--- src/rtl/div_pkg.sv ---
// Shared types and constants for the sequential restoring divider.
package div_pkg;

    typedef enum logic [1:0] {
        IDLE = 2'd0,
        RUN  = 2'd1,
        DONE = 2'd2
    } div_state_t;

    localparam int DEF_WIDTH = 4;

    // Wide enough for any practical WIDTH; users slice the low WIDTH bits.
    localparam logic [31:0] DIV0_QUOTIENT = '1;

endpackage : div_pkg

--- src/rtl/div_step.sv ---
// One restoring-division step: shift in the next dividend bit, trial-subtract the divisor.
module div_step #(
    parameter int WIDTH = 4
) (
    input  logic [WIDTH-1:0] r_in,
    input  logic             q_msb,
    input  logic [WIDTH-1:0] divisor,
    output logic [WIDTH-1:0] r_out,
    output logic             q_bit
);

    logic [WIDTH:0] trial;
    logic [WIDTH:0] divisor_ext;

    // One extra bit so the shifted remainder can exceed any WIDTH-bit divisor.
    always_comb begin
        trial       = {r_in, q_msb};
        divisor_ext = {1'b0, divisor};
        q_bit       = (trial >= divisor_ext);
        r_out       = q_bit ? WIDTH'(trial - divisor_ext) : trial[WIDTH-1:0];
    end

endmodule : div_step

--- src/rtl/seq_divider.sv ---
// Sequential unsigned restoring divider, one quotient bit per clock, start/busy/done handshake.
// state | meaning
// IDLE  | waiting for start; operands captured on the accepting edge
// RUN   | WIDTH shift/trial-subtract steps, counter counts down to 0
// DONE  | one-cycle done pulse, results valid
module seq_divider
    import div_pkg::*;
#(
    parameter int WIDTH = DEF_WIDTH
) (
    input  logic             clk,
    input  logic             rst_n,
    input  logic             start,
    input  logic [WIDTH-1:0] dividend,
    input  logic [WIDTH-1:0] divisor,
    output logic             busy,
    output logic             done,
    output logic [WIDTH-1:0] quotient,
    output logic [WIDTH-1:0] remainder,
    output logic             div_by_zero
);

    localparam int CNT_W = $clog2(WIDTH + 1);

    div_state_t       state_q, state_d;
    logic [CNT_W-1:0] cnt_q, cnt_d;
    logic [WIDTH-1:0] r_q, r_d;
    logic [WIDTH-1:0] q_q, q_d;
    logic [WIDTH-1:0] dvs_q, dvs_d;
    logic [WIDTH-1:0] quotient_q, quotient_d;
    logic [WIDTH-1:0] remainder_q, remainder_d;
    logic             div_by_zero_q, div_by_zero_d;

    logic [WIDTH-1:0] step_r;
    logic             step_bit;

    div_step #(.WIDTH(WIDTH)) u_step (
        .r_in    (r_q),
        .q_msb   (q_q[WIDTH-1]),
        .divisor (dvs_q),
        .r_out   (step_r),
        .q_bit   (step_bit)
    );

    always_comb begin
        state_d       = state_q;
        cnt_d         = cnt_q;
        r_d           = r_q;
        q_d           = q_q;
        dvs_d         = dvs_q;
        quotient_d    = quotient_q;
        remainder_d   = remainder_q;
        div_by_zero_d = div_by_zero_q;
        case (state_q)
            IDLE: begin
                if (start) begin
                    dvs_d = divisor;
                    if (divisor == '0) begin
                        quotient_d    = DIV0_QUOTIENT[WIDTH-1:0];
                        remainder_d   = dividend;
                        div_by_zero_d = 1'b1;
                        state_d       = DONE;
                    end else begin
                        div_by_zero_d = 1'b0;
                        cnt_d         = CNT_W'(WIDTH);
                        r_d           = '0;
                        q_d           = dividend;
                        state_d       = RUN;
                    end
                end
            end
            RUN: begin
                r_d   = step_r;
                q_d   = {q_q[WIDTH-2:0], step_bit};
                cnt_d = cnt_q - CNT_W'(1);
                // Last step: publish the freshly computed bits, not the stale shift register.
                if (cnt_q == CNT_W'(1)) begin
                    quotient_d  = {q_q[WIDTH-2:0], step_bit};
                    remainder_d = step_r;
                    state_d     = DONE;
                end
            end
            DONE: begin
                state_d = IDLE;
            end
            default: begin
                state_d = IDLE;
            end
        endcase
    end

    always_ff @(posedge clk or negedge rst_n) begin
        if (!rst_n) begin
            state_q       <= IDLE;
            cnt_q         <= '0;
            r_q           <= '0;
            q_q           <= '0;
            dvs_q         <= '0;
            quotient_q    <= '0;
            remainder_q   <= '0;
            div_by_zero_q <= 1'b0;
        end else begin
            state_q       <= state_d;
            cnt_q         <= cnt_d;
            r_q           <= r_d;
            q_q           <= q_d;
            dvs_q         <= dvs_d;
            quotient_q    <= quotient_d;
            remainder_q   <= remainder_d;
            div_by_zero_q <= div_by_zero_d;
        end
    end

    assign busy        = (state_q == RUN);
    assign done        = (state_q == DONE);
    assign quotient    = quotient_q;
    assign remainder   = remainder_q;
    assign div_by_zero = div_by_zero_q;

endmodule : seq_divider

--- config.mk ---
export PLATFORM = sky130hd
export DESIGN_NAME = seq_divider
export DESIGN_NICKNAME = d
export VERILOG_FILES = /design/src/rtl/div_pkg.sv /design/src/rtl/div_step.sv /design/src/rtl/seq_divider.sv
export SDC_FILE = /design/constraint.sdc
export NUM_CORES = 1
export LEC_CHECK = 0
export BUFFER_PORTS_ARGS = -buffer_cell sky130_fd_sc_hd__buf_2
export CORE_MARGIN = 3
export CORE_UTILIZATION = 25
export DETAILED_ROUTE_END_ITERATION = 10
export PLACE_DENSITY_LB_ADDON = 0.1
export SETUP_SLACK_MARGIN = 0.3
export SYNTH_ARGS = -nofsm -noshare
export SYNTH_HDL_FRONTEND = slang
export SYNTH_HIERARCHICAL = 1
export SYNTH_SLANG_ARGS = --single-unit
--- constraint.sdc ---
create_clock -name clk -period 5.1 [get_ports clk]
set_clock_uncertainty 0.05 [all_clocks]
set_input_delay 0.765 -clock clk [delete_from_list [all_inputs] [get_ports clk]]
set_output_delay 0.765 -clock clk [all_outputs]
set_load 0.02 [all_outputs]
==> results of run 1 <==
## routing by layer
metal | vias up | wire length (um) | GRT usage
met5 | - | 0 | 0
li1 | 475 | - | -
met1 | 458 | 1500 | 0.147
met2 | 21 | 1350 | 0.151
met4 | 0 | 20 | 0.0203
met3 | 2 | 138 | 0.0288
## placed cells by master (no fill, tap or decap), drive strengths merged
cell and count:
a21oi 8, a22o 5, a31oi 4, buf 21, clkbuf 4, dfrtp 26
fa 1, ha 6, inv 14, mux2 15, mux2i 6, nand2 2
nand2b 3, nand4 1, nor2 9, nor2b 3, nor3 2, nor3b 1
nor4 1, o211ai 1, o21ai 8, o21bai 1, or4 1, xnor2 1
## sequential cells by signal, summed over array words and instances, names as in the netlist
| signal | flops |
|---|---|
| dvs_q | 4 |
| cnt_q | 3 |
| remainder | 4 |
| r_q | 4 |
| quotient | 4 |
| q_q | 4 |
| state_q | 2 |
| div_by_zero | 1 |
## path summary, 6_finish.rpt
path	start	slack [ps]	to	cells past startpoint
min in group clk	remainder[1]	450	remainder[1]	1
hold / removal	rst_n	440	remainder[2]	1
hold reg to reg	remainder[1]	450	remainder[1]	1
max in group asynchronous	rst_n	4170	state_q[1]	1
setup / recovery	state_q[1]	2650	busy	3
setup reg to reg	dvs_q[2]	2870	remainder[2]	8
## metrics by stage
step	total power, mW	instance area, um^2
after floorplan	0.893	1410
after CTS	1.20	1630
after global routing	1.29	1630
final	1.18	1630
after global placement	1.05	1580
after detailed placement	1.06	1580
## area by class of cell
class | count | share of cell area
Multi-Input combinational cell | 79 | 0.417
Sequential cell | 26 | 0.399
Inverter | 14 | 0.0322
Tap cell | 70 | 0.0537
Timing Repair Buffer | 21 | 0.0645
Clock buffer | 4 | 0.0338
## power by group
group	switching, mW	total, mW	leakage (nW)	internal [mW]
sequential	0.0568	0.362	0.307	0.305
combinational	0.381	0.682	0.409	0.301
clock	0.0631	0.132	0.0288	0.0690
total	0.501	1.18	0.745	0.675
## kinds of logic after synthesis
family	share of synthesized area
compound gates	0.135
flops	0.460
simple gates	0.108
mux	0.165
buf+inv	0.0593
fa+ha+maj	0.0673
xor+xnor	0.00620
==> results.cfg, run 1 <==
[route]
post-route-drc-count = 0
antenna_left = 0
vias = 956
routed_wl_um = 3010
first_iter_violations = 26
via_per_inst = 4.47
wl_per_cell_um = 14.1
first_pass_iters = 4

[floorplan]
fp.dieH_um = 81.2
core_um2 = 5300
die_w_um = 81.2
start_util = 0.267
rows = 26
ios = 22
dieArea_um2 = 6590

[synth]
yosysTopAreaCellShare = 0.460
ys_seq_area_frac = 0.460
yosysTopAreaCell = dfrtp_1
synth_commonest_cells = dfrtp_1 (26), inv_1 (13), mux2_2 (9)
synthArstFlopShare = 1.00
synthTopCellsByArea = dfrtp_1 (46%), mux2_2 (7.2%), ha_1 (5.3%)
synth_nets = 141
syn_inst = 123
synth_top_flop_cell = dfrtp_1
yosysWarnings = 6
yosysUniqueCellTypes = 33
ys_ff_latch = 26
synth_most_common_cell = dfrtp_1
synth_area_um2 = 1410
syn_area_per_cell_um2 = 11.5
synth_edf_count = 0

[min_path]
min_path_type = in2async

[worst_setup_path]
cp_max_fo = 15
cpPeakStageDelay_ps = 420
critPathCaptureType = output port
worstSetupPathType = reg2out
worst-endpoint-arrival_ps = 1640
critPathSlowestCell = dfrtp_1
start_kind = register
crit_required_ps = 4280
crit_buf_inv = 2
crit_family = buffers and inverters
path_cells = nand2b_1 -> inv_2 -> buf_2

[cts]
insertion_delay_ps = 270
cts_sinks = 26
clockBufferDepth = 2
cts_setup_buffers = 0
cts_resized = 0
cts_htree_levels = 1
cts_inserted_buffers = 3
cts_root_buffer = clkbuf_8
postCtsHoldBufs = 0
cts_tree = done
clk_pin_slew_worst_paths_ps = 90

[power_and_ir_drop]
ir_drop_v = 0.000228
power.leakage_nw = 0.745
power_density_nw_per_um2 = 721

[placement]
gp_congestion = 0.749
placed_cells = 210
pre_cts_ws_ps = 2650
io_buffers = 21
hpwl_um = 2350

[finish]
syn_to_final_growth_pct = 15.3
post-route-util = 0.307
drive_above_1_share = 0.313
multi_input_area_um2 = 679
final_cell_count_no_fill = 214
nets = 163
antennaDiodeCount = 0
seq_area_um2 = 651
fill_cells = 539

[sta]
slew_headroom = 0.587
setup_viol_count_final = 0
rsz0062_at_grt = false
slew_violations = 0
hold_ws_ps = 439
period_needed_ps = 2450
fin_ws_ps = 2650
finalHoldViolCount = 0
fin_setup_tns_ps = 0
max_freq_ghz = 0.408
final.period_utilization = 0.481
worst_pin_slew_ps = 617

[grt]
grtUsageTotal = 0.102
grt_pass1_vias = 987
antenna_found_initial = 0
grt_max_degree = 27
gr-total-overflow = 0
grt_pass1_wl_um = 5050

[outcome]
outcome = finished clean

[job]
max-cap-violations = 0
No activity file was read; power rests on OpenSTA's default activity.
==> inputs of run 2 (changes only) <==
==> constraint.sdc (replaced) <==
create_clock -name clk -period 2.3 [get_ports clk]
set_clock_uncertainty 0.05 [all_clocks]
set_input_delay 0.345 -clock clk [delete_from_list [all_inputs] [get_ports clk]]
set_output_delay 0.345 -clock clk [all_outputs]
set_load 0.02 [all_outputs]
==> run 2 against run 1 <==
Compared with the run above: sequential share of layout area fell by 4.6 points; hold slack got worse by 410 ps; clock power rose by 130%; worst setup slack got worse by 2300 ps; final cell count rose by 7.0%; utilization rose by 4.0 points; wire length rose by 6.8%; critical path depth rose by 5.
==> results.cfg, run 2 (synthesis gave the netlist of run 1 again) <==
[finish]
final_cell_mix = dfrtp_1 (26), buf_2 (21), buf_4 (15)
multi_input_area_um2 = 777
syn_to_final_growth_pct = 30.2
nets = 178
final_cell_count_no_fill = 229
antennaDiodeCount = 0
seq_area_um2 = 651
final_common_cell = dfrtp_1
drive_above_1_share = 0.465
post-route-util = 0.347
fill_cells = 532

[sta]
rsz0062_at_grt = true
final.period_utilization = 0.868
setup_viol_count_final = 0
max_freq_ghz = 0.501
slew_violations = 0
slew_headroom = 0.586
period_needed_ps = 2000
worst_pin_slew_ps = 622
hold_ws_ps = 29.5
finalHoldViolCount = 0
fin_setup_tns_ps = 0

[outcome]
outcome = finished clean

[cts]
cts_inserted_buffers = 3
cts_tree = done
insertion_delay_ps = 270
clk_pin_slew_worst_paths_ps = 90
postCtsHoldBufs = 0
cts_htree_levels = 1
cts_root_buffer = clkbuf_8
cts_sinks = 26
clockBufferDepth = 2

[route]
first_iter_violations = 63
wl_per_cell_um = 14.0
first_pass_iters = 4
antenna_left = 0
via_per_inst = 4.46
post-route-drc-count = 0
vias = 1022
routed_wl_um = 3210

[placement]
gp_congestion = 0.792
io_buffers = 21
placed_cells = 215
hpwl_um = 2360

[worst_setup_path]
cp_max_fo = 3
critPathCaptureType = register
start_kind = register
cpMostUsedCell = mux2_4
worstSetupPathType = reg2reg
crit_required_ps = 2410
crit_start = r_q[0]
critPathSlowestCell = dfrtp_1
worst-endpoint-arrival_ps = 2110
r2r-start = r_q[0]
cpPeakStageDelay_ps = 430
path_cells = ha_4 -> nand2b_4 -> a21oi_4 -> nor2_4 -> buf_4 -> mux2i_2 -> mux2_4 -> mux2_4

[floorplan]
fp.dieH_um = 81.2
ios = 22
rows = 26
start_util = 0.267
dieArea_um2 = 6590
die_w_um = 81.2
core_um2 = 5300

[power_and_ir_drop]
ir_drop_v = 0.000551
power.leakage_nw = 0.835
power_density_nw_per_um2 = 1710

[grt]
grt_util_met1 = 0.147
grt_max_degree = 27
grtUsageTotal = 0.111
grt_pass1_vias = 1058
grt-busiest-layer = met2
met3_usage = 0.0288
antenna_found_initial = 0
gr-total-overflow = 0
grt_util_met2 = 0.175
grt_pass1_wl_um = 5380

[job]
max-cap-violations = 0

[min_path]
min_path_type = in2async
==> run 2: cell count changes in the layout (fill, tap and decap cells not counted), moves of 2 or more <==
cell / before / now
inv_2: 1 / 4
mux2_2: 9 / 6
mux2i_2: 0 / 2
ha_1: 6 / 2
mux2_1: 5 / 2
buf_4: 0 / 15
mux2_4: 1 / 7
inv_1: 13 / 10
ha_4: 0 / 4
mux2i_1: 6 / 4
==> run 2: stage by stage <==
step	worst slack, ps	cell area [um^2]	power, mW
after floorplan	263	1430	2.03
final	304	1840	3.15
after detailed placement	165	1630	2.42
after global placement	214	1630	2.41
after CTS	283	1800	3.02
after global routing	215	1840	3.44
==> run 2: power by group <==
group / total (mW) / internal (mW) / switching [mW]
Clock: 0.298 / 0.153 / 0.144
Combinational: 2.05 / 1.08 / 0.962
Sequential: 0.809 / 0.677 / 0.132
==> run 2: critical path: cells and delay by family, from the launching register on <==
family / cells / cell delay (ps)
multiplexers: 3 / 680
adder cells (fa/ha/maj): 1 / 300
AND/OR/NAND/NOR: 2 / 120
buffers and inverters: 1 / 140
flip-flops: 1 / 430
AO/OA/AOI/OAI: 1 / 180
==> run 2: timing repair <==
action,in CTS,in global routing
pin swaps,6,5
endpoints found under the setup margin,3,4
buffers inserted,8,2
resized for setup,10,6
==> run 2: final timing paths <==
path | cells past startpoint | to | slack [ps]
max | 8 | remainder[0] | 300
min | 1 | r_q[2] | 30
max reg2reg | 8 | remainder[0] | 300
min reg2reg | 1 | remainder[3] | 440
max in group asynchronous | 1 | cnt_q[1] | 1770
min in group clk | 2 | dvs_q[2] | 320
==> run 2: layer usage <==
metal  routed length (um)  vias to the layer above
li1                     -                      502
met1                 1570                      496
met2                 1470                       22
met5                    0                        -
met3                  145                        2
met4                   28                        0
==> run 2: cell type report <==
| cell class | instances | share of cell area |
|---|---|---|
| multi-input combinational | 79 | 0.422 |
| clock buffer | 4 | 0.0299 |
| inverter | 14 | 0.0286 |
| sequential | 26 | 0.354 |
| timing repair buffer | 36 | 0.118 |
| tap | 70 | 0.0476 |
